### src/rtl/elevator_pkg.sv
// Shared types for the elevator car: the signed floor type, the legal floor range,
// and the car state encoding. The zone decoder and the bench use these too.
package elevator_pkg;

    typedef logic signed [3:0] floor_t;

    localparam floor_t FLOOR_MIN = -4;
    localparam floor_t FLOOR_MAX = 7;

    // Wide enough for any practical travel/door time.
    localparam int TIMER_W = 16;

    typedef enum logic [1:0] {
        IDLE      = 2'd0,
        MOVE_UP   = 2'd1,
        MOVE_DOWN = 2'd2,
        DOOR_OPEN = 2'd3
    } state_t;

    function automatic logic floor_legal(input floor_t f);
        return (f >= FLOOR_MIN) && (f <= FLOOR_MAX);
    endfunction

endpackage

### src/rtl/elevator_timer.sv
// Phase timer shared by travel and door phases: counts up while enabled and
// wraps to zero on the cycle it sits at the terminal count.
module elevator_timer
    import elevator_pkg::*;
(
    input  logic               clk,
    input  logic               rst,
    input  logic               clr,
    input  logic               en,
    input  logic [TIMER_W-1:0] tc_val,
    output logic               at_tc
);

    logic [TIMER_W-1:0] count_q, count_d;

    assign at_tc = (count_q == tc_val);

    always_comb begin
        count_d = count_q;
        if (clr || (en && at_tc)) begin
            count_d = '0;
        end else if (en) begin
            count_d = count_q + TIMER_W'(1);
        end
    end

    always_ff @(posedge clk or posedge rst) begin
        if (rst) begin
            count_q <= '0;
        end else begin
            count_q <= count_d;
        end
    end

endmodule

### src/rtl/elevator_car.sv
// Car motion FSM: accepts one target floor in IDLE, steps one floor per
// FLOOR_CYCLES clocks toward it, then holds the door for DOOR_CYCLES clocks.
module elevator_car
    import elevator_pkg::*;
#(
    parameter int FLOOR_CYCLES = 4,
    parameter int DOOR_CYCLES  = 3
) (
    input  logic       clk,
    input  logic       rst,
    input  logic       req_valid,
    input  logic [3:0] req_floor,
    output logic       req_ready,
    output logic       req_error,
    output logic [3:0] current_floor,
    output logic       moving_up,
    output logic       moving_down,
    output logic       door_open,
    output logic       arrived
);

    localparam logic [TIMER_W-1:0] FLOOR_TC = TIMER_W'(FLOOR_CYCLES - 1);
    localparam logic [TIMER_W-1:0] DOOR_TC  = TIMER_W'(DOOR_CYCLES - 1);

    state_t state_q, state_d;
    floor_t floor_q, floor_d;
    floor_t target_q, target_d;
    logic   error_q, error_d;
    logic   arrived_q, arrived_d;
    floor_t req_f;
    floor_t floor_up, floor_dn;
    logic   tmr_tc;

    assign req_f    = $signed(req_floor);
    assign floor_up = floor_q + floor_t'(1);
    assign floor_dn = floor_q - floor_t'(1);

    // Timer idles at zero in IDLE, so every phase starts counting from 0.
    elevator_timer u_timer (
        .clk    (clk),
        .rst    (rst),
        .clr    (state_q == IDLE),
        .en     (state_q != IDLE),
        .tc_val ((state_q == DOOR_OPEN) ? DOOR_TC : FLOOR_TC),
        .at_tc  (tmr_tc)
    );

    always_ff @(posedge clk or posedge rst) begin
        if (rst) begin
            state_q   <= IDLE;
            floor_q   <= '0;
            target_q  <= '0;
            error_q   <= 1'b0;
            arrived_q <= 1'b0;
        end else begin
            state_q   <= state_d;
            floor_q   <= floor_d;
            target_q  <= target_d;
            error_q   <= error_d;
            arrived_q <= arrived_d;
        end
    end

    always_comb begin
        state_d  = state_q;
        floor_d  = floor_q;
        target_d = target_q;
        error_d  = 1'b0;
        unique case (state_q)
            IDLE: begin
                if (req_valid) begin
                    if (floor_legal(req_f)) begin
                        target_d = req_f;
                        if (req_f == floor_q)     state_d = DOOR_OPEN;
                        else if (req_f > floor_q) state_d = MOVE_UP;
                        else                      state_d = MOVE_DOWN;
                    end else begin
                        error_d = 1'b1;
                    end
                end
            end
            MOVE_UP: begin
                if (tmr_tc) begin
                    floor_d = floor_up;
                    if (floor_up == target_q) state_d = DOOR_OPEN;
                end
            end
            MOVE_DOWN: begin
                if (tmr_tc) begin
                    floor_d = floor_dn;
                    if (floor_dn == target_q) state_d = DOOR_OPEN;
                end
            end
            DOOR_OPEN: begin
                if (tmr_tc) state_d = IDLE;
            end
            default: state_d = IDLE;
        endcase
        arrived_d = (state_d == DOOR_OPEN) && (state_q != DOOR_OPEN);
    end

    always_comb begin
        req_ready     = (state_q == IDLE);
        moving_up     = (state_q == MOVE_UP);
        moving_down   = (state_q == MOVE_DOWN);
        door_open     = (state_q == DOOR_OPEN);
        req_error     = error_q;
        arrived       = arrived_q;
        current_floor = floor_q;
    end

endmodule

### config.mk
export PLATFORM = sky130hd
export DESIGN_NAME = elevator_car
export DESIGN_NICKNAME = d
export VERILOG_FILES = /design/src/rtl/elevator_pkg.sv /design/src/rtl/elevator_timer.sv /design/src/rtl/elevator_car.sv
export SDC_FILE = /design/constraint.sdc
export NUM_CORES = 1
export LEC_CHECK = 0
export CORE_AREA = 2 2 66 131
export DETAILED_ROUTE_END_ITERATION = 16
export DIE_AREA = 0 0 68 133
export RECOVER_POWER = 25
export SLEW_MARGIN = 20
export SYNTH_ARGS = -nofsm -noshare
export SYNTH_HDL_FRONTEND = slang
export SYNTH_HIERARCHICAL = 1
export SYNTH_SLANG_ARGS = --single-unit
### constraint.sdc
create_clock -name clk -period 2.4 [get_ports clk]
set_clock_uncertainty 0.05 [all_clocks]
set_input_delay 0.48 -clock clk [delete_from_list [all_inputs] [get_ports clk]]
set_output_delay 0.48 -clock clk [all_outputs]
set_load 0.02 [all_outputs]
==> results of run 1 <==
sequential cells by signal, indices dropped and copies added (netlist names):
name / count
current_floor: 4
u_timer/count_q: 16
state_q: 2
arrived: 1
req_error: 1
target_q: 4
timing repair:
item	4_1_cts	5_1_grt
hold endpoints to repair	0	0
gates resized for setup	0	6
setup buffers	0	0
endpoints found under the setup margin	0	3
area by class of cell:
class	count	area, um2
fillers	852	5660
multi-input cells	164	1250
flip-flops and latches	28	703
repair buffers	27	249
well taps	98	123
clock buffers	3	75.1
inverters	16	60.1
cells in the mapped netlist (all sizes together), types with 2 or more instances:
library cell	number	area [um2]
xnor2	35	307
dfrtp	28	701
inv	16	60.1
nor2	13	48.8
a211oi	11	82.6
ha	11	138
nand2	8	30.0
nand3	8	40.0
clkbuf	7	27.5
nand4	7	58.8
nor3	6	30.0
a21oi	5	25.0
nor4	5	61.3
o21ai	5	25.0
xor2	4	42.6
a2111oi	3	32.5
a31oi	3	25.0
mux2i	3	30.0
nor2b	3	18.8
and3	2	12.5
conb	2	7.51
mux2	2	22.5
nand2b	2	12.5
power groups by stage:
| stage | clock [mW] | sequential, mW | combinational, mW |
|---|---|---|---|
| after floorplan | 0 | 0.496 | 0.0553 |
| after global placement | 0 | 0.498 | 0.0804 |
| after detailed placement | 0 | 0.498 | 0.0826 |
| after CTS | 0.392 | 0.489 | 0.0830 |
| after global routing | 0.405 | 0.490 | 0.0920 |
| final | 0.377 | 0.489 | 0.0825 |
placed cells by master, fill, tap and decap left out, drive strengths merged, types with 6 or more instances in the layout:
master         netlist  final
nor3                 6      6
xnor2               35     35
inv                 16     16
nand4                7      7
buf                  1     11
a211oi              11     11
conb                 2     15
nand3                8      8
ha                  11     11
clkdlybuf4s50        0     14
nand2                8      8
nor2                13     13
dfrtp               28     28
final timing paths:
check | to | depth (start not counted)
min in group asynchronous | req_error | 2
hold / removal | target_q[0] | 1
max in group asynchronous | u_timer/count_q[5] | 2
setup / recovery | moving_up | 3
setup reg to reg | arrived | 8
hold reg to reg | target_q[0] | 1
cell families after synthesis:
kind of cell	Yosys count	share of synthesized area (%)
other	2	0.380
adder cells (fa/ha/maj)	11	6.96
AO/OA/AOI/OAI	36	14.0
multiplexers	5	2.66
buffers and inverters	24	4.81
flip-flops	28	35.4
AND/OR/NAND/NOR	58	18.2
XOR/XNOR	39	17.6
routing by layer:
layer  vias to the layer above  track usage [%]  part of all wire, %
met2                        36             17.6                   50
li1                        770                -                    -
met3                         4             1.53                  3.7
met4                         0             4.11                  1.7
met5                         -                0                    0
met1                       783             14.9                   45
==> impl_metrics.json, run 1 <==
{
  "maxSlewHeadroom_pct": 55.3,
  "portBuffers": 16,
  "placementRows": 47,
  "insertion_delay_ns": 0.26,
  "netlist_instances": 203,
  "syn-mean-instance-area_um2": 9.74,
  "powerDensity_nw_per_um2": 386,
  "instances_no_fill": 336,
  "remaining_drc_errors": 0,
  "numCtsBuffers": 3,
  "cp.arrival_ns": 1.77,
  "area_growth_pct": 24.4,
  "fin_util_pct": 30.3,
  "grt-ovfl-total": 0,
  "die-area_um2": 9040,
  "dpl_worst_slack_ns": 0.0721,
  "clk_pin_slew_ns": 0.06,
  "path_class": "register to output pin",
  "switching_share_pct": 22.3,
  "crit_path_end_kind": "output pin",
  "place_hpwl_mm": 3.54,
  "yosysWarnings": 6,
  "combinationalPowerShare_pct": 8.7,
  "grt_usage_pct": 11.1,
  "holdCritStartpoint": "target_q[0]",
  "clock.fmax_mhz": 435,
  "startpoint": "state_q[1]",
  "clk_path_buf_depth": 2,
  "r2r_start": "u_timer/count_q[6]",
  "crit_buf_inv": 2,
  "status": "complete, no violations",
  "whs_ns": 0.473,
  "crit_slowest_cell": "clkdlybuf4s50_1",
  "power.share.clock_pct": 39.7,
  "ant_nets": 0,
  "synth_ff_type": "dfrtp_1",
  "worst_pin_slew_ns": 0.670,
  "gp_congestion": 0.825,
  "synth_cell_types": 44,
  "grt_pass1_wl_mm": 7.89,
  "ys_async_sr_fraction_pct": 100,
  "start_kind": "register",
  "maxCapViolations": 0,
  "dr.first_iter.drc_count": 66,
  "slew_violations": 0,
  "die_h_um": 133,
  "p_int_mw": 0.737,
  "hold_buffers": 0,
  "netlist_area_um2": 1980,
  "setup_viol": 0,
  "critPathMaxFanout": 5,
  "setup_tns_ns": 0,
  "r2r_slack_ns": 0.15,
  "p_total_mw": 0.949,
  "cts_tree": "built",
  "ys_ff_latch": 28,
  "p_sw_mw": 0.212,
  "setup_ws_ns": 0.103,
  "hold_violations": 0,
  "design_area_um2": 2460,
  "cts-htree-levels": 1,
  "placedInstanceArea_um2": 2370,
  "via_count": 1593,
  "cts.sinks": 28,
  "cp_slowest_stage_delay_ns": 0.66,
  "totalWireLength_mm": 4.60,
  "crit_family": "buffers and inverters",
  "dpl.cell_count": 333,
  "min_period_ns": 2.30,
  "io_pins": 17,
  "finalCritPeriodShare_pct": 95.7,
  "grt_pass1_vias": 1660,
  "p_leak_nw": 1.00,
  "cts-root-buf": "clkbuf_16",
  "antenna_found_initial": 0,
  "seqPwrFrac_pct": 51.6,
  "first_pass_iters": 5,
  "grt_max_degree": 19,
  "vias_per_cell": 4.74,
  "ir_drop_v": 0.000235,
  "die_w_um": 68,
  "antenna_cells": 0,
  "core-area_um2": 8120,
  "start_util_pct": 24.4,
  "worstPathRequired_ns": 1.87,
  "drive_above_1_share_pct": 12.2,
  "rsz0062_at_grt": "yes",
  "synth_edf_count": 0,
  "nNetsFinal": 258,
  "min_path_type": "register to register",
  "yosysSeqAreaShare_pct": 35.4,
  "worstPathCellList": "inv_1 -> ha_1 -> clkdlybuf4s50_1",
  "routedWlPerCell_um": 13.7
}
Power figures use the tool's default switching activity.
==> run 2: changes to the inputs <==
CELL_PAD_IN_SITES_DETAIL_PLACEMENT = 0   (was not set)
CELL_PAD_IN_SITES_GLOBAL_PLACEMENT = 1   (was not set)
GPL_TIMING_DRIVEN = 0   (was not set)
PLACE_DENSITY_LB_ADDON = 0.1   (was not set)
==> run 2 against run 1 <==
Net effect:
- flip-flop and latch count unchanged
- largest cell class unchanged
- utilization grew 1.2 points
- cell count rose by 2.1%
- clock power grew 6.9%
- highest routed layer unchanged
- routed wire length up 5.0%
- via count decreased by 0.56%
- largest power group unchanged
- first-iteration DRC count up 100%
- setup slack better by 0.027 ns
- global-route usage increased by 0.71 points
==> impl_metrics.json, run 2 (same netlist as run 1, synthesis figures left out) <==
{
  "status": "complete, no violations",
  "nNetsFinal": 265,
  "p_leak_nw": 1.03,
  "cp.arrival_ns": 1.74,
  "clock.fmax_mhz": 441,
  "p_sw_mw": 0.237,
  "grt_pass1_vias": 1564,
  "combinationalPowerShare_pct": 8.6,
  "critPathMaxFanout": 5,
  "cts-root-buf": "clkbuf_16",
  "finalCritPeriodShare_pct": 94.6,
  "grt-ovfl-total": 0,
  "grt_pass1_wl_mm": 8.00,
  "power.share.clock_pct": 41.2,
  "placedInstanceArea_um2": 2320,
  "die-area_um2": 9040,
  "p_int_mw": 0.740,
  "layout_common_cells": "xnor2_1, dfrtp_1, clkdlybuf4s50_1, conb_1, inv_1",
  "vias_per_cell": 4.62,
  "first_pass_iters": 4,
  "start_util_pct": 24.4,
  "cts-htree-levels": 1,
  "worstPathRequired_ns": 1.87,
  "clk_path_buf_depth": 2,
  "path_class": "register to output pin",
  "setup_tns_ns": 0,
  "num-fill-cells": 854,
  "cts_tree": "built",
  "routedWlPerCell_um": 14.1,
  "die_w_um": 68,
  "powerDensity_nw_per_um2": 382,
  "place_hpwl_mm": 3.47,
  "hold_violations": 0,
  "layout_commonest_cell": "xnor2_1",
  "seqPwrFrac_pct": 50.2,
  "numCtsBuffers": 3,
  "crit_path_end_kind": "output pin",
  "grt_max_degree": 17,
  "regMostFlops": "u_timer/count_q",
  "design_area_um2": 2550,
  "worst_pin_slew_ns": 0.677,
  "antenna_found_initial": 0,
  "start_kind": "register",
  "io_pins": 17,
  "crit_slowest_cell": "clkdlybuf4s50_1",
  "portBuffers": 16,
  "min_period_ns": 2.27,
  "die_h_um": 133,
  "via_count": 1584,
  "setup_viol": 0,
  "gp_congestion": 0.758,
  "totalWireLength_mm": 4.83,
  "insertion_delay_ns": 0.27,
  "ant_nets": 0,
  "cp_slowest_stage_delay_ns": 0.63,
  "antenna_cells": 0,
  "cts.sinks": 28,
  "dr.first_iter.drc_count": 132,
  "largest_reg_flops": 16,
  "maxCapViolations": 0,
  "switching_share_pct": 24.3,
  "worstPathCellList": "inv_1 -> ha_2 -> clkdlybuf4s50_1",
  "grt_usage_pct": 11.8,
  "maxSlewHeadroom_pct": 54.8,
  "clk_pin_slew_ns": 0.07,
  "drive_above_1_share_pct": 18.8,
  "ir_drop_v": 0.000213,
  "area_growth_pct": 29.2,
  "placementRows": 47,
  "remaining_drc_errors": 0,
  "fin_util_pct": 31.5,
  "core-area_um2": 8120,
  "slew_violations": 0,
  "min_path_type": "register to register"
}
[run 2: layout make-up]
class / count / area [um2] / share of cell area [%]
plain buffers: 8 / 41.3 / 1.62
repair buffers: 26 / 235 / 9.21
multi-input cells: 164 / 1310 / 51.3
flip-flops and latches: 28 / 708 / 27.7
well taps: 98 / 123 / 4.80
inverters: 16 / 62.6 / 2.45
clock buffers: 3 / 75.1 / 2.94
[run 2: repair_timing]
action / in CTS / in global routing
gates resized for setup: 9 / 14
endpoints found under the setup margin: 18 / 12
setup buffers: 4 / 7
pin swaps: 3 / 11
hold buffers: 0 / 0
[run 2: path summary, 6_finish.rpt]
path                              from                 end  slack [ns]  cells after the start
hold / removal             target_q[0]         target_q[0]        0.48                      1
min in group asynchronous          rst    current_floor[1]        0.64                      2
hold reg to reg            target_q[0]         target_q[0]        0.48                      1
setup reg to reg            state_q[1]             arrived        0.14                     11
setup / recovery            state_q[1]           req_ready        0.13                      3
max in group asynchronous          rst  u_timer/count_q[2]        1.11                      2
[run 2: metal layers]
metal	wire (um)	part of all wire [%]	up-vias	global-route usage, %
li1	-	-	788	-
met1	2340	48	771	17.1
met2	2290	47	20	17.2
met3	100	2.1	5	1.62
met4	102	2.1	0	5.22
met5	0	0	-	0
[run 2: worst max-delay path: cells and delay by family (launching register included)]
family                     cells  cell delay (ns)
DFF                            1             0.46
adders and majority gates      1             0.26
buffers and inverters          2             0.75
[run 2: power groups by stage]
stage	registers, mW	logic, mW	clock network (mW)
after floorplan	0.496	0.0553	0
after global placement	0.499	0.0802	0
after detailed placement	0.499	0.0798	0
after CTS	0.490	0.0813	0.419
after global routing	0.492	0.0940	0.437
final	0.490	0.0837	0.403
[run 2: metrics by stage]
step                hold WS (ns)  total power [mW]  worst slack (ns)  std cells
global route               0.494              1.02          -0.00646        343
CTS                        0.483             0.990           -0.0111        337
floorplan                  0.295             0.552           0.00533        216
detailed placement         0.466             0.578            -0.406        330
finish                     0.477             0.977             0.130        343
global placement           0.454             0.579            -0.509        330
==> run 3: changes to the inputs <==
CTS_BUF_LIST = sky130_fd_sc_hd__clkbuf_8   (was not set)
==> run 3 against run 2 <==
Net effect:
- die area did not move
- global-route usage fell by 0.050 points
- non-clock buffer count rose by 1
- cell count rose by 0.29%
- clock power fell by 32%
- critical endpoint is now moving_up
==> impl_metrics.json, run 3 (same netlist as run 1, synthesis figures left out) <==
{
  "largest_reg_flops": 16,
  "grt_pass1_wl_mm": 7.94,
  "worst_pin_slew_ns": 0.658,
  "die-area_um2": 9040,
  "grt_usage_pct": 11.7,
  "setup_viol": 0,
  "start_kind": "register",
  "cts-htree-levels": 1,
  "first_pass_iters": 4,
  "numCtsBuffers": 3,
  "regMostFlops": "u_timer/count_q",
  "dr.first_iter.drc_count": 175,
  "crit_top_cell": "buf_4",
  "maxCapViolations": 0,
  "place_hpwl_mm": 3.47,
  "crit_buf_inv": 3,
  "antenna_found_initial": 0,
  "p_leak_nw": 1.01,
  "drive_above_1_share_pct": 18.7,
  "hold_depth": 1,
  "holdCritStartpoint": "target_q[0]",
  "hold_violations": 0,
  "start_util_pct": 24.4,
  "io_pins": 17,
  "grt_pass1_vias": 1549,
  "instances_no_fill": 344,
  "r2r_start": "state_q[1]",
  "crit_path_end_kind": "output pin",
  "area_growth_pct": 27.5,
  "routedWlPerCell_um": 13.8,
  "cts.sinks": 28,
  "min_path_type": "register to register",
  "nNetsFinal": 266,
  "core-area_um2": 8120,
  "antenna_cells": 0,
  "ant_nets": 0,
  "via_count": 1578,
  "rr_worst_depth": 11,
  "clock.fmax_mhz": 433,
  "clk_path_buf_depth": 2,
  "status": "complete, no violations",
  "setup_ws_ns": 0.0900,
  "die_h_um": 133,
  "regToRegEndpoint": "arrived",
  "maxSlewHeadroom_pct": 56.1,
  "crit_family": "buffers and inverters",
  "worstPathCellList": "buf_4 -> buf_4 -> ha_1 -> clkdlybuf4s50_1",
  "powerDensity_nw_per_um2": 336,
  "layout_common_cells": "xnor2_1, dfrtp_1, clkdlybuf4s50_1, conb_1, inv_1",
  "ir_drop_v": 0.000183,
  "grt_max_degree": 17,
  "setup_tns_ns": 0,
  "cp.arrival_ns": 1.78,
  "hold_path_end": "target_q[0]",
  "min_period_ns": 2.31,
  "critPathMaxFanout": 4,
  "grt-ovfl-total": 0,
  "finalCritPeriodShare_pct": 96.3,
  "dpl_worst_slack_ns": -0.406,
  "dpl.cell_count": 330,
  "remaining_drc_errors": 0,
  "slew_violations": 0,
  "layout_commonest_cell": "xnor2_1",
  "path_class": "register to output pin",
  "worstPathRequired_ns": 1.87,
  "cts_tree": "built",
  "die_w_um": 68,
  "portBuffers": 16,
  "totalWireLength_mm": 4.75,
  "clk_pin_slew_ns": 0.10,
  "placementRows": 47,
  "cp_slowest_stage_delay_ns": 0.56,
  "gp_congestion": 0.758,
  "r2r_slack_ns": 0.14,
  "insertion_delay_ns": 0.29,
  "num-fill-cells": 855,
  "cts-root-buf": "clkbuf_8",
  "vias_per_cell": 4.59,
  "p_total_mw": 0.848,
  "whs_ns": 0.483,
  "crit_slowest_cell": "clkdlybuf4s50_1"
}
## run 3: cell types whose count changed in the layout (fill, tap and decap cells not counted), sizes merged
cell | previous run | this run
buf | 11 | 12
## run 3: metal layers
metal	vias to the layer above	track usage [%]	share of wire, %
met5	-	0	0
met1	755	17.1	48
met2	25	16.8	46
met4	0	5.89	2.4
met3	5	1.36	2.8
li1	793	-	-
## run 3: what timing repair did
action / CTS / global route
cloned: 0 / 0
endpoints found under the setup margin: 18 / 15
pin swaps: 3 / 10
hold buffers: 0 / 0
buffers inserted: 4 / 8
gates resized for setup: 9 / 13
## run 3: through the flow
| stage | utilization, % | area [um2] |
|---|---|---|
| 3_3_place_gp | 28.6 | 2320 |
| 4_1_cts | 29.8 | 2420 |
| 3_5_place_dp | 28.6 | 2320 |
| 6_report | 31.1 | 2520 |
| 5_1_grt | 31.1 | 2520 |
| 2_1_floorplan | - | 2040 |
## run 3: area by class of cell
cell class              instances  area, um2  share of cell area [%]
plain buffers                   8       41.3                    1.64
repair buffers                 27        243                    9.63
flip-flops and latches         28        708                    28.1
multi-input cells             164       1300                    51.7
inverters                      16       62.6                    2.48
well taps                      98        123                    4.86
clock buffers                   3       41.3                    1.64
## run 3: worst max-delay path by stage
stage               cells after the start             endpoint  slack [ns]        from
floorplan                              11              arrived       0.005  state_q[1]
global placement                       11              arrived       -0.51  state_q[1]
detailed placement                     11              arrived       -0.41  state_q[1]
CTS                                    11              arrived       -0.02  state_q[1]
global route                            8  u_timer/count_q[14]       -0.02  state_q[1]
finish                                  4            moving_up        0.09  state_q[0]
## run 3: worst register-to-register path, delay by kind of cell, from the launching register on
kind | cells | cell delay, ns
flip-flops | 1 | 0.47
adder cells (fa/ha/maj) | 1 | 0.20
XOR/XNOR | 1 | 0.10
AO/OA/AOI/OAI | 3 | 0.53
AND/OR/NAND/NOR | 4 | 0.57
buffers and inverters | 2 | 0.22
## run 3: power by group
group          internal (mW)  switching (mW)  leakage, nW
registers              0.478          0.0127        0.346
logic                 0.0393          0.0434        0.642
clock network          0.114           0.162       0.0216
